`src/rtl/stopwatch_pkg.sv`:
```
// Shared constants for the stopwatch counter: FSM encoding,
// BCD digit width, digit moduli and the default 10 ms divider.
package stopwatch_pkg;

    localparam int DIGIT_W     = 4;
    localparam int MOD_DEC     = 10;
    localparam int MOD_SEX     = 6;
    localparam int CLK_DIV_DEF = 500000;

    localparam logic [1:0] S_IDLE  = 2'd0;
    localparam logic [1:0] S_RUN   = 2'd1;
    localparam logic [1:0] S_PAUSE = 2'd2;

    typedef logic [DIGIT_W-1:0] digit_t;

endpackage

```
`src/rtl/stopwatch_counter_if.sv`:
```
// Key-control levels in, BCD display digits and status out.
// master = key control / bench side, slave = stopwatch_counter.
interface stopwatch_counter_if;
    import stopwatch_pkg::*;

    logic   start;
    logic   clear;
    digit_t cs_ones;
    digit_t cs_tens;
    digit_t sec_ones;
    digit_t sec_tens;
    digit_t min_ones;
    digit_t min_tens;
    logic   running;
    logic   ovf;
    logic   tick;

    modport master (
        output start, clear,
        input  cs_ones, cs_tens, sec_ones, sec_tens,
        input  min_ones, min_tens, running, ovf, tick
    );

    modport slave (
        input  start, clear,
        output cs_ones, cs_tens, sec_ones, sec_tens,
        output min_ones, min_tens, running, ovf, tick
    );

endinterface

```
`src/rtl/stopwatch_counter_bcd_digit.sv`:
```
// One BCD digit of the stopwatch chain: counts on carry-in,
// wraps at MODULUS and passes the carry on.
module bcd_digit
    import stopwatch_pkg::*;
#(
    parameter int MODULUS = MOD_DEC
) (
    input  logic   clk,
    input  logic   rst_n,
    input  logic   clr,
    input  logic   cin,
    output digit_t q,
    output logic   cout
);

    localparam digit_t QMAX = digit_t'(MODULUS - 1);

    digit_t d;

    assign cout = cin && (q == QMAX);

    assign d = clr  ? '0 :
               cout ? '0 :
               cin  ? q + digit_t'(1) :
                      q;

    always_ff @(posedge clk or negedge rst_n) begin
        if (!rst_n) q <= '0;
        else        q <= d;
    end

endmodule

```
`src/rtl/stopwatch_counter.sv`:
```
// MM:SS.cc stopwatch: IDLE/RUN/PAUSE control, 10 ms prescaler
// and a six-digit BCD chain with sticky overflow.
module stopwatch_counter
    import stopwatch_pkg::*;
#(
    parameter int CLK_DIV  = CLK_DIV_DEF,
    parameter bit MIN_WRAP = 1'b1
) (
    input  logic                clk,
    input  logic                rst_n,
    stopwatch_counter_if.slave  bus
);

    localparam int PW = (CLK_DIV > 1) ? $clog2(CLK_DIV) : 1;
    localparam logic [PW-1:0] PMAX = PW'(CLK_DIV - 1);

    logic [1:0]    state;
    logic [1:0]    state_nxt;
    logic [PW-1:0] presc;
    logic          is_run;
    logic          tick;
    logic          at_max;
    logic          cin0;
    logic          ovf;
    logic          ovf_set;
    logic [5:0]    c;
    digit_t        co, ct, so, st, mo, mt;

    always_comb begin
        state_nxt = state;
        unique case (1'b1)
            bus.clear:
                state_nxt = S_IDLE;
            !bus.clear && bus.start:
                state_nxt = S_RUN;
            !bus.clear && !bus.start:
                state_nxt = (state == S_IDLE) ? S_IDLE : S_PAUSE;
        endcase
    end

    always_ff @(posedge clk or negedge rst_n) begin
        if (!rst_n) state <= S_IDLE;
        else        state <= state_nxt;
    end

    assign is_run = (state == S_RUN);
    assign tick   = is_run && (presc == PMAX);

    // Prescaler only moves in RUN so a pause keeps the partial tick.
    always_ff @(posedge clk or negedge rst_n) begin
        if (!rst_n)         presc <= '0;
        else if (bus.clear) presc <= '0;
        else if (is_run)    presc <= (presc == PMAX) ? '0 : presc + PW'(1);
    end

    assign at_max = ({mt, mo, st, so, ct, co} == 24'h595999);
    assign cin0   = tick && (MIN_WRAP || !at_max);

    bcd_digit #(.MODULUS(MOD_DEC)) u_cs_ones (
        .clk(clk), .rst_n(rst_n), .clr(bus.clear),
        .cin(cin0), .q(co), .cout(c[0])
    );
    bcd_digit #(.MODULUS(MOD_DEC)) u_cs_tens (
        .clk(clk), .rst_n(rst_n), .clr(bus.clear),
        .cin(c[0]), .q(ct), .cout(c[1])
    );
    bcd_digit #(.MODULUS(MOD_DEC)) u_sec_ones (
        .clk(clk), .rst_n(rst_n), .clr(bus.clear),
        .cin(c[1]), .q(so), .cout(c[2])
    );
    bcd_digit #(.MODULUS(MOD_SEX)) u_sec_tens (
        .clk(clk), .rst_n(rst_n), .clr(bus.clear),
        .cin(c[2]), .q(st), .cout(c[3])
    );
    bcd_digit #(.MODULUS(MOD_DEC)) u_min_ones (
        .clk(clk), .rst_n(rst_n), .clr(bus.clear),
        .cin(c[3]), .q(mo), .cout(c[4])
    );
    bcd_digit #(.MODULUS(MOD_SEX)) u_min_tens (
        .clk(clk), .rst_n(rst_n), .clr(bus.clear),
        .cin(c[4]), .q(mt), .cout(c[5])
    );

    // In saturate mode the chain is frozen, so detect the event directly.
    assign ovf_set = MIN_WRAP ? c[5] : (tick && at_max);

    always_ff @(posedge clk or negedge rst_n) begin
        if (!rst_n)         ovf <= 1'b0;
        else if (bus.clear) ovf <= 1'b0;
        else if (ovf_set)   ovf <= 1'b1;
    end

    assign bus.cs_ones  = co;
    assign bus.cs_tens  = ct;
    assign bus.sec_ones = so;
    assign bus.sec_tens = st;
    assign bus.min_ones = mo;
    assign bus.min_tens = mt;
    assign bus.running  = is_run;
    assign bus.tick     = tick;
    assign bus.ovf      = ovf;

endmodule

```
`src/flat_wrapper.sv`:
```
// flat-port wrapper written by rule: the top's interface ports become plain ports
module stopwatch_counter_flat import stopwatch_pkg::*;
#(
    parameter int CLK_DIV  = CLK_DIV_DEF,
    parameter bit MIN_WRAP = 1'b1
)
  (clk, rst_n, bus_start, bus_clear, bus_cs_ones, bus_cs_tens, bus_sec_ones, bus_sec_tens, bus_min_ones, bus_min_tens, bus_running, bus_ovf, bus_tick);
  stopwatch_counter_if bus_i ();
  input  logic clk;
  input  logic rst_n;
  input wire logic [$bits(bus_i.start)-1:0] bus_start;
  input wire logic [$bits(bus_i.clear)-1:0] bus_clear;
  output wire logic [$bits(bus_i.cs_ones)-1:0] bus_cs_ones;
  output wire logic [$bits(bus_i.cs_tens)-1:0] bus_cs_tens;
  output wire logic [$bits(bus_i.sec_ones)-1:0] bus_sec_ones;
  output wire logic [$bits(bus_i.sec_tens)-1:0] bus_sec_tens;
  output wire logic [$bits(bus_i.min_ones)-1:0] bus_min_ones;
  output wire logic [$bits(bus_i.min_tens)-1:0] bus_min_tens;
  output wire logic [$bits(bus_i.running)-1:0] bus_running;
  output wire logic [$bits(bus_i.ovf)-1:0] bus_ovf;
  output wire logic [$bits(bus_i.tick)-1:0] bus_tick;
  assign bus_i.start = bus_start;
  assign bus_i.clear = bus_clear;
  assign bus_cs_ones = bus_i.cs_ones;
  assign bus_cs_tens = bus_i.cs_tens;
  assign bus_sec_ones = bus_i.sec_ones;
  assign bus_sec_tens = bus_i.sec_tens;
  assign bus_min_ones = bus_i.min_ones;
  assign bus_min_tens = bus_i.min_tens;
  assign bus_running = bus_i.running;
  assign bus_ovf = bus_i.ovf;
  assign bus_tick = bus_i.tick;
  stopwatch_counter #(.CLK_DIV(CLK_DIV), .MIN_WRAP(MIN_WRAP)) u_core (.clk(clk), .rst_n(rst_n), .bus(bus_i));
endmodule
```
`config.mk`:
```
export PLATFORM = sky130hd
export DESIGN_NAME = stopwatch_counter_flat
export DESIGN_NICKNAME = d
export VERILOG_FILES = /design/src/rtl/stopwatch_pkg.sv /design/src/rtl/stopwatch_counter_if.sv /design/src/rtl/stopwatch_counter_bcd_digit.sv /design/src/rtl/stopwatch_counter.sv /design/src/flat_wrapper.sv
export SDC_FILE = /design/constraint.sdc
export NUM_CORES = 1
export LEC_CHECK = 0
export CORE_UTILIZATION = 53
export DETAILED_ROUTE_END_ITERATION = 10
export PLACE_DENSITY_LB_ADDON = 0.15
export SYNTH_ARGS = -nofsm -noshare
export SYNTH_HDL_FRONTEND = slang
export SYNTH_SLANG_ARGS = --single-unit
```
`constraint.sdc`:
```
create_clock -name clk -period 4.3 [get_ports clk]
set_input_delay 0.86 -clock clk [delete_from_list [all_inputs] [get_ports clk]]
set_output_delay 0.86 -clock clk [all_outputs]
set_load 0.03 [all_outputs]
```
==> metrics, run 1 <==
startpoint types=flip-flop; fmax=291 MHz; Netlist cell types=57; Starting Density=56.3%; HPWL after DPL=4760 um; largest net degree at the start of global routing=50; area occupied by registers=around 0.0012 sq mm; Overall Global Routing Usage=26.5%; Final Hold Fails=0; DR vias=2,637; Worst Clk Skew=0.0104 ns; first-pass GRT wire length=12,400 um; syn_area_per_cell=9.42 sq um; Multi-input gate area=0.00168 sq mm; IO Pins=31; initial antenna violation count=0; Leakage Power=0.00131 uW; Die H=76.6 um; P per Cell Area=226 mW/mm^2; final global-route overflow total=0; Yosys Warn Count=0; Synth Flop Type=dfrtp_1; met3 routed WL=approximately 460 um; CTS root buffer=clkbuf_8; Worst Path Class, Setup=flip-flop to output pin; First DRT Iteration DRCs=around 190; # fillers=440; fraction of layout instances using a drive strength above 1=9.17%; min cycle time layout=3.44 ns; # Post-CTS Setup Buffers=0; row count=26; TritonCTS clock tree=built; final core utilization=64.3%; Worst Tran Pin Value=approximately 1.0 ns; CTS sink count=46; setup slack after layout=0.859 ns; Post-Syn Instances=313; synthesis-to-finish area growth=14.3%; Final Slew Violations=0; ANT cells=0; Detailed Route WL=7120 um; Setup crit end kind=output pin; chip width=approximately 77 um; worst path arrival time=~2.6 ns; met1 WL=between 3000 and 4000 um; Remaining DRCs=0; clk buf depth=2; post-synthesis cell area=between 0.002 and 0.003 sq mm; IO Port Bufs=30; CTS Hold Bufs=0; Req. time, crit path=3.44 ns; Vias/cell=6.46; Num CTS Buffers=5; HP Class=flip-flop to flip-flop; Rel. slew slack=between 30 and 40%; Fin Setup TNS=0 ns; Place WS=1.20 ns; nets@finish=354; Critical Path Fanout Max=15; Tcrit/Tclk final=80.0%; Max VDD drop=0.000153 V; vias in the first global route=2,410; Synth async-reset ratio=100%; syn nets=330; Die Footprint=0.00586 sq mm; first-pass iteration count of the detailed router=4; met2 wire length=3190 um; register area share after synthesis=39.0%; RSZ-0062 raised after global routing=false; number of synthesized register bits=46; CTS clock-pin slew for the worst setup and hold paths=about 0.090 ns; Final Wtd Congestion=0.833; Post-synth EDFFs=0; clock latency on the worst-skew pair=0.30 ns; DR top layer=met4; status=finished clean; # resized after CTS=0; drt wl/cell=17.4 um; setup violators final=0; core area=0.00524 sq mm; Max H-tree Level=2; MaxCap Viol Count=0; Routed Antenna Nets=0
-- path summary, 6_finish.rpt --
path                                                 endpoint  cells past startpoint  slack [ns]                         from
max                                                  bus_tick                      5        0.86    u_core.state[1]$_DFF_PN0_
min                                u_core.bus.ovf$_DFFE_PN0P_                      1        0.50   u_core.bus.ovf$_DFFE_PN0P_
max reg2reg                u_core.u_sec_tens.q[2]$_DFFE_PN0P_                      5        1.88  u_core.presc[7]$_DFFE_PN0P_
min reg2reg                        u_core.bus.ovf$_DFFE_PN0P_                      1        0.50   u_core.bus.ovf$_DFFE_PN0P_
max in group asynchronous  u_core.u_sec_ones.q[0]$_DFFE_PN0P_                      1        2.93                        rst_n
min in group asynchronous         u_core.presc[0]$_DFFE_PN0P_                      1        0.74                        rst_n
-- critical path: stages, from the launching register on --
cell	delay, ns
dfrtp_1	0.39
nand2b_1	0.38
inv_1	0.40
nand3_1	0.29
nor2_1	0.15
clkdlybuf4s50_1	0.68
-- routing by layer --
layer / track usage (%) / up-vias
met1: 40.9 / 1281
met2: 38.3 / 93
met5: 0 / -
li1: - / 1256
met4: 7.69 / 0
met3: 3.71 / 7
-- placed cells by master, fill, tap and decap left out, types with 4 or more instances in the layout --
cell type,netlist,routed
a21oi_1,11,11
and3_1,6,6
and3b_1,4,4
and4bb_2,5,5
clkbuf_8,0,6
clkdlybuf4s50_1,0,29
dfrtp_1,46,46
ha_1,13,13
inv_1,11,11
nand2_1,17,17
nand3_1,17,17
nand4_1,12,12
nor2_1,19,19
nor2b_1,9,9
nor3_1,10,10
nor4_1,4,4
o2111ai_1,4,4
o211ai_1,5,5
o21ai_0,16,16
o311ai_0,5,5
o41ai_1,7,7
or3_1,8,8
or4_1,12,12
xor2_1,6,6
-- metrics by stage --
step                      power [uW]  area (sq um)  hold WS [ns]  instances
after CTS                        767          3370         0.504        408
after global placement           491          3280         0.477        400
after global routing             788          3370         0.532        408
after floorplan                  472          2950         0.507        313
final                            760          3370         0.501        408
after detailed placement         491          3280         0.477        400
-- sequential cells by signal, summed over array words and instances, names as in the netlist --
register and cells:
u_core.presc 19, u_core.u_cs_ones.q 4, u_core.u_cs_tens.q 4, u_core.u_min_ones.q 4, u_core.u_min_tens.q 4, u_core.u_sec_ones.q 4
u_core.u_sec_tens.q 4, u_core.state 2, u_core.bus.ovf 1
-- area by class of cell --
| cell class | count | share of cell area, % |
|---|---|---|
| inverters | 12 | 1.34 |
| flip-flops and latches | 46 | 34.2 |
| repair buffers | 33 | 9.44 |
| well taps | 70 | 2.60 |
| clock buffers | 7 | 2.56 |
| clock inverters | 1 | 0.149 |
| multi-input cells | 239 | 49.7 |
-- report_power, final --
part / switching, uW / internal, uW
clock network: 148 / 130
registers: 4.48 / 436
logic: 30.0 / 12.0
total: 183 / 578
-- cells in the mapped netlist (all sizes together), types with 6 or more instances --
| master | instances | share of area (%) |
|---|---|---|
| or3 | 10 | 2.3 |
| or4 | 13 | 3.4 |
| o41ai | 7 | 2.1 |
| nor2b | 9 | 1.9 |
| nand3 | 17 | 2.9 |
| nor2 | 19 | 2.4 |
| o21ai | 17 | 3.0 |
| nor3 | 10 | 1.7 |
| nand4 | 14 | 3.7 |
| xor2 | 6 | 1.8 |
| buf | 8 | 1.5 |
| nand2 | 17 | 2.2 |
| and3 | 6 | 1.3 |
| ha | 13 | 5.5 |
| clkbuf | 8 | 1.1 |
| dfrtp | 46 | 39 |
| a21oi | 11 | 1.9 |
| inv | 11 | 1.4 |
-- cells by family (layout without fill, tap and decap cells) --
logic type / after synthesis / after routing / synth area share [%]
simple gates: 146 / 146 / 30.9
compound gates: 68 / 68 / 16.5
flops: 46 / 46 / 39.0
fa+ha+maj: 13 / 13 / 5.52
mux: 5 / 5 / 1.83
buf+inv: 28 / 53 / 4.12
xor+xnor: 7 / 7 / 2.08
(Power assumes the default switching activity.)
==> run 2: changes to the inputs <==
--- a/config.mk
+++ b/config.mk
@@ -5,7 +5,7 @@
 export SDC_FILE = /design/constraint.sdc
 export NUM_CORES = 1
 export LEC_CHECK = 0
-export CORE_UTILIZATION = 53
+export CORE_UTILIZATION = 51
 export DETAILED_ROUTE_END_ITERATION = 10
 export PLACE_DENSITY_LB_ADDON = 0.15
 export SYNTH_ARGS = -nofsm -noshare
==> constraint.sdc (replaced) <==
create_clock -name clk -period 2.85 [get_ports clk]
set_input_delay 0.57 -clock clk [delete_from_list [all_inputs] [get_ports clk]]
set_output_delay 0.57 -clock clk [all_outputs]
set_load 0.03 [all_outputs]
==> run 2 against run 1 <==
Count of clock-buffer cells in the layout stayed put. Final area is 2.0% higher. Flip-flop and latch count unchanged. Register-to-register slack worse by 1.5 ns. Power grew 53%. First-iteration DRC count rose by 8.8%. Combinational power grew 71%. Via count rose by 2.2%. Core utilization down 2.3 points. Largest cell class unchanged. Largest power group unchanged.
==> metrics, run 2 (synthesis gave the netlist of run 1 again) <==
row count=27 (+3.8%); Tcrit/Tclk final=between 90% and 100%; Die Footprint=0.00609 sq mm (+3.8%); Multi-input gate area=0.00168 sq mm (unchanged); Die H=78.0 um (+1.9%); chip width=78.0 um (+1.9%); Routed Antenna Nets=0 (unchanged); DR vias=2,695 (+2.2%); Final Hold Fails=0 (unchanged); initial antenna violation count=0 (unchanged); IO Port Bufs=30 (unchanged); Num CTS Buffers=5 (unchanged); Worst Path Class, Setup=flip-flop to output pin; status=finished clean; ANT cells=0 (unchanged); TritonCTS clock tree=built; Leakage Power=0.00135 uW (+2.8%); first-pass iteration count of the detailed router=5 (+1); CTS clock-pin slew for the worst setup and hold paths=0.09 ns (about the same); placed cells=408 (+2.0%); Overall Global Routing Usage=25.5% (-1.0 points); clk buf depth=2 (unchanged); Biggest register=u_core.presc; Req. time, crit path=2.28 ns (-1.16 ns); Starting Density=53.2% (-3.1 points); # resized after CTS=0 (unchanged); area occupied by registers=0.00115 sq mm (unchanged); setup slack after layout=0.130 ns (-0.729 ns); worst path arrival time=2.15 ns (-0.43 ns); Layout Cells excl Fill=417 (+2.2%); final global-route overflow total=0 (unchanged); drt wl/cell=18.0 um (+3.2%); P per Cell Area=338 mW/mm^2 (+50%); IO Pins=31 (unchanged); Worst Clk Skew=0.00733 ns (-0.00308 ns); fmax=368 MHz; largest net degree at the start of global routing=50 (unchanged); Detailed Route WL=7510 um (+5.5%); HPWL after DPL=5110 um (+7.5%); Rel. slew slack=65.7% (+34 points); Largest register FFs=19 (unchanged); Total Power=1160 uW (+53%); Place WS=0.398 ns (-0.801 ns); setup violators final=0 (unchanged); MaxCap Viol Count=0 (unchanged); fraction of layout instances using a drive strength above 1=11.0% (+1.8 points); startpoint types=flip-flop; nets@finish=361 (+2.0%); CTS Hold Bufs=0 (unchanged); CTS sink count=46 (unchanged); # Post-CTS Setup Buffers=0 (unchanged); HP Class=input pin to async pin; Max H-tree Level=2 (unchanged); min cycle time layout=between 2 and 3 ns; Max VDD drop=0.000247 V (+61%); Vias/cell=6.46 (about the same); Worst Tran Pin Value=0.513 ns (-0.518 ns); Fin Setup TNS=0 ns (unchanged); Remaining DRCs=0 (unchanged); Final Wtd Congestion=0.901 (+8.1%); R2R Setup Slk=0.43 ns (-1.45 ns); vias in the first global route=2,445 (+1.5%); most common cell after layout, fill and taps aside=dfrtp_1; core area=0.00554 sq mm (+5.8%); first-pass GRT wire length=12,200 um (-1.3%); commonest cells after routing, fill and taps aside=46 x dfrtp_1, 29 x clkdlybuf4s50_1, 19 x nor2_1; RSZ-0062 raised after global routing=false; clock latency on the worst-skew pair=0.30 ns (about the same); Setup crit end kind=output pin; # fillers=498 (+13%); synthesis-to-finish area growth=16.6%; First DRT Iteration DRCs=211 (+8.8%); Final Slew Violations=0 (unchanged); CTS root buffer=clkbuf_8; Critical Path Fanout Max=8 (-7)
==> run 2: worst max-delay path, cell delays in order (launching register included) <==
cell and delay (ns):
dfrtp_1 0.49, nor4_1 0.27, nand3_1 0.23, nor2_1 0.17
clkdlybuf4s50_1 0.68
==> run 2: stage by stage <==
stage / cell area (sq um) / hold slack [ns] / utilization, %
finish: 3440 / 0.218 / 62.0
global placement: 3340 / 0.481 / 60.2
floorplan: 2950 / 0.274 / -
global route: 3440 / 0.244 / 62.0
CTS: 3430 / 0.234 / 61.9
detailed placement: 3340 / 0.474 / 60.2
==> run 2: final cells by class <==
cell class,instances,area share [%]
Clock buffer,7,2.51
Timing Repair Buffer,40,11.1
Tap cell,72,2.62
Clock inverter,1,0.146
Sequential cell,46,33.5
Inverter,12,1.31
Multi-Input combinational cell,239,48.8
==> run 2: power by group <==
part,switching [uW],internal (uW)
Combinational,48.8,22.9
Clock,228,196
Sequential,7.45,657
Total,284,877
==> run 2: final timing paths <==
| check | cells after the start | end | startpoint |
|---|---|---|---|
| setup / recovery | 4 | bus_tick | u_core.presc[10]$_DFFE_PN0P_ |
| hold / removal | 1 | u_core.u_cs_ones.q[3]$_DFFE_PN0P_ | rst_n |
| setup reg to reg | 6 | u_core.presc[5]$_DFFE_PN0P_ | u_core.presc[10]$_DFFE_PN0P_ |
| hold reg to reg | 1 | u_core.bus.ovf$_DFFE_PN0P_ | u_core.bus.ovf$_DFFE_PN0P_ |
| max in group asynchronous | 2 | u_core.presc[3]$_DFFE_PN0P_ | rst_n |
| min in group clk | 1 | u_core.bus.ovf$_DFFE_PN0P_ | u_core.bus.ovf$_DFFE_PN0P_ |
==> run 2: per-layer routing <==
metal,track usage [%],part of all wire [%]
met5,0,0
met2,36.9,43
met4,7.04,1.3
met3,3.95,6.5
met1,39.3,49
==> run 3: changes to the inputs <==
--- a/config.mk
+++ b/config.mk
@@ -5,9 +5,9 @@
 export SDC_FILE = /design/constraint.sdc
 export NUM_CORES = 1
 export LEC_CHECK = 0
-export CORE_UTILIZATION = 51
+export CORE_UTILIZATION = 53
 export DETAILED_ROUTE_END_ITERATION = 10
-export PLACE_DENSITY_LB_ADDON = 0.15
+export PLACE_DENSITY = 0.75
 export SYNTH_ARGS = -nofsm -noshare
 export SYNTH_HDL_FRONTEND = slang
 export SYNTH_SLANG_ARGS = --single-unit
==> constraint.sdc (replaced) <==
create_clock -name clk -period 2.6 [get_ports clk]
set_input_delay 0.52 -clock clk [delete_from_list [all_inputs] [get_ports clk]]
set_output_delay 0.52 -clock clk [all_outputs]
set_load 0.03 [all_outputs]
==> run 3 against run 2 <==
Routed wire length is 6.0% lower. Sequential power up 9.6%. Setup slack improved by 0.024 ns. Core utilization increased by 3.0 points. Final area is 0.84% lower. Count of clock-buffer cells in the layout shrank 1. Via count about the same. Clock power increased by 3%. Critical path type unchanged.
==> metrics, run 3 (synthesis gave the netlist of run 1 again) <==
CTS clock-pin slew for the worst setup and hold paths=0.08 ns (about the same); drt wl/cell=17.2 um (-4.7%); first-pass iteration count of the detailed router=5 (unchanged); Num CTS Buffers=5 (unchanged); Fin Setup TNS=0 ns (unchanged); startpoint types=flip-flop; Detailed Route WL=7060 um (-6.0%); IO Pins=31 (unchanged); Die Footprint=0.00586 sq mm (-3.7%); WHS=0.139 ns (-0.0795 ns); CTS Hold Bufs=0 (unchanged); critical path endpoint=bus_tick; Routed Antenna Nets=0 (unchanged); Critical Path Fanout Max=7 (-1); core area=0.00524 sq mm (-5.5%); Req. time, crit path=2.08 ns (-0.20 ns); IO Port Bufs=30 (unchanged); CTS sink count=46 (unchanged); nets@finish=359 (-0.55%); Starting Density=56.3% (+3.1 points); Final Slew Violations=0 (unchanged); met1 WL=3360 um (-8.3%); Max VDD drop=0.000204 V (-17%); Worst Clk Skew=0.00666 ns (-0.000674 ns); RSZ-0062 raised after global routing=false; First DRT Iteration DRCs=224 (+6.2%); HP Class=input pin to async pin; worst path arrival time=1.93 ns (-0.22 ns); Final Hold Fails=0 (unchanged); Overall Global Routing Usage=26.2% (+0.68 points); initial antenna violation count=0 (unchanged); Final Wtd Congestion=0.875 (-2.9%); chip width=76.6 um (-1.9%); Reg2Reg Depth=6 (unchanged); met2 wire length=3130 um (-4.1%); commonest cells after routing, fill and taps aside=46 x dfrtp_1, 28 x clkdlybuf4s50_1, 19 x nor2_1; Reg-to-Reg Start=u_core.u_cs_ones.q[1]$_DFFE_PN0P_; row count=26 (-3.7%); fraction of layout instances using a drive strength above 1=10.6% (-0.46 points); Remaining DRCs=0 (unchanged); Total Power=1240 uW (+7.1%); DR top layer=met4; # resized after CTS=0 (unchanged); final global-route overflow total=0 (unchanged); largest net degree at the start of global routing=50 (unchanged); ANT cells=0 (unchanged); Biggest register=u_core.presc; setup violators final=0 (unchanged); Setup crit end kind=output pin; Rel. slew slack=70.0% (+4.3 points); clock latency on the worst-skew pair=0.30 ns (about the same); Vias/cell=6.55 (+1.4%); Largest register FFs=19 (unchanged); final instance area=0.00341 sq mm (-0.84%); DR vias=2,694 (-0.037%); Leakage Power=0.00133 uW (-0.84%); MaxCap Viol Count=0 (unchanged); min cycle time layout=roughly 2.4 ns; Worst Tran Pin Value=0.450 ns (-0.0628 ns); CTS root buffer=clkbuf_8; Tcrit/Tclk final=between 90% and 100%; crit path from=u_core.presc[0]$_DFFE_PN0P_; Multi-input gate area=0.00168 sq mm (unchanged); FF-to-FF End=u_core.u_sec_tens.q[2]$_DFFE_PN0P_; R2R Setup Slk=0.38 ns (-0.05 ns); first-pass GRT wire length=12,300 um (+0.29%); Post-Place Cell Area=0.00332 sq mm (-0.37%); P per Cell Area=365 mW/mm^2 (+8.0%); Die H=76.6 um (-1.9%); vias in the first global route=2,429 (-0.65%); most common cell after layout, fill and taps aside=dfrtp_1; met3 routed WL=428 um (-12%); Max H-tree Level=2 (unchanged); TritonCTS clock tree=built; HPWL after DPL=4870 um (-4.7%); synthesis-to-finish area growth=15.6%; # fillers=440 (-12%); # Post-CTS Setup Buffers=0 (unchanged); clk buf depth=2 (unchanged); status=finished clean; fmax=409 MHz; area occupied by registers=0.00115 sq mm (unchanged); Worst Path Class, Setup=flip-flop to output pin
==> run 3: cell types whose count changed in the layout (fill, tap and decap cells not counted) <==
cell             previous run  this run
buf_4                       9         8
clkbuf_1                    1         0
clkdlybuf4s50_1            29        28
clkinv_2                    1         0
==> run 3: layout make-up <==
class | instances | share of cell area, %
Multi-Input combinational cell | 239 | 49.2
Timing Repair Buffer | 38 | 10.7
Sequential cell | 46 | 33.8
Inverter | 12 | 1.32
Tap cell | 70 | 2.57
Clock buffer | 6 | 2.42
==> run 3: worst min path at each step <==
| stage | startpoint | cells past startpoint | end |
|---|---|---|---|
| after floorplan | rst_n | 0 | u_core.bus.ovf$_DFFE_PN0P_ |
| after global placement | rst_n | 1 | u_core.state[0]$_DFF_PN0_ |
| after detailed placement | rst_n | 1 | u_core.state[0]$_DFF_PN0_ |
| after CTS | rst_n | 1 | u_core.state[0]$_DFF_PN0_ |
| after global routing | rst_n | 1 | u_core.state[0]$_DFF_PN0_ |
| final | rst_n | 1 | u_core.presc[15]$_DFFE_PN0P_ |
==> run 3: metal layers <==
metal / vias to the layer above / track usage, %
met5: - / 0
met4: 0 / 8.85
met3: 15 / 5.75
met2: 104 / 38.4
met1: 1312 / 38.0
li1: 1263 / -
==> run 3: power by group <==
part / switching [uW] / internal (uW) / leakage [uW]
clock network: 232 / 205 / 0.0000431
registers: 8.28 / 721 / 0.000638
logic: 51.5 / 25.1 / 0.000654
total: 292 / 951 / 0.00133
==> run 3: per-stage QoR <==
stage          setup WS, ns  std cells  util, %
6_report              0.154        411     65.1
5_1_grt              0.0125        411     65.1
4_1_cts               0.159        411     65.1
3_5_place_dp          0.324        405     63.5
3_3_place_gp          0.331        405     63.5
2_1_floorplan         0.550        313        -
==> run 3: critical path, cell delays in order, from the launching register on <==
cell     delay, ns
dfrtp_1       0.43
ha_1          0.22
and3_1        0.26
buf_4         0.18
nand3_1       0.22
nor2_1        0.16
buf_4         0.18
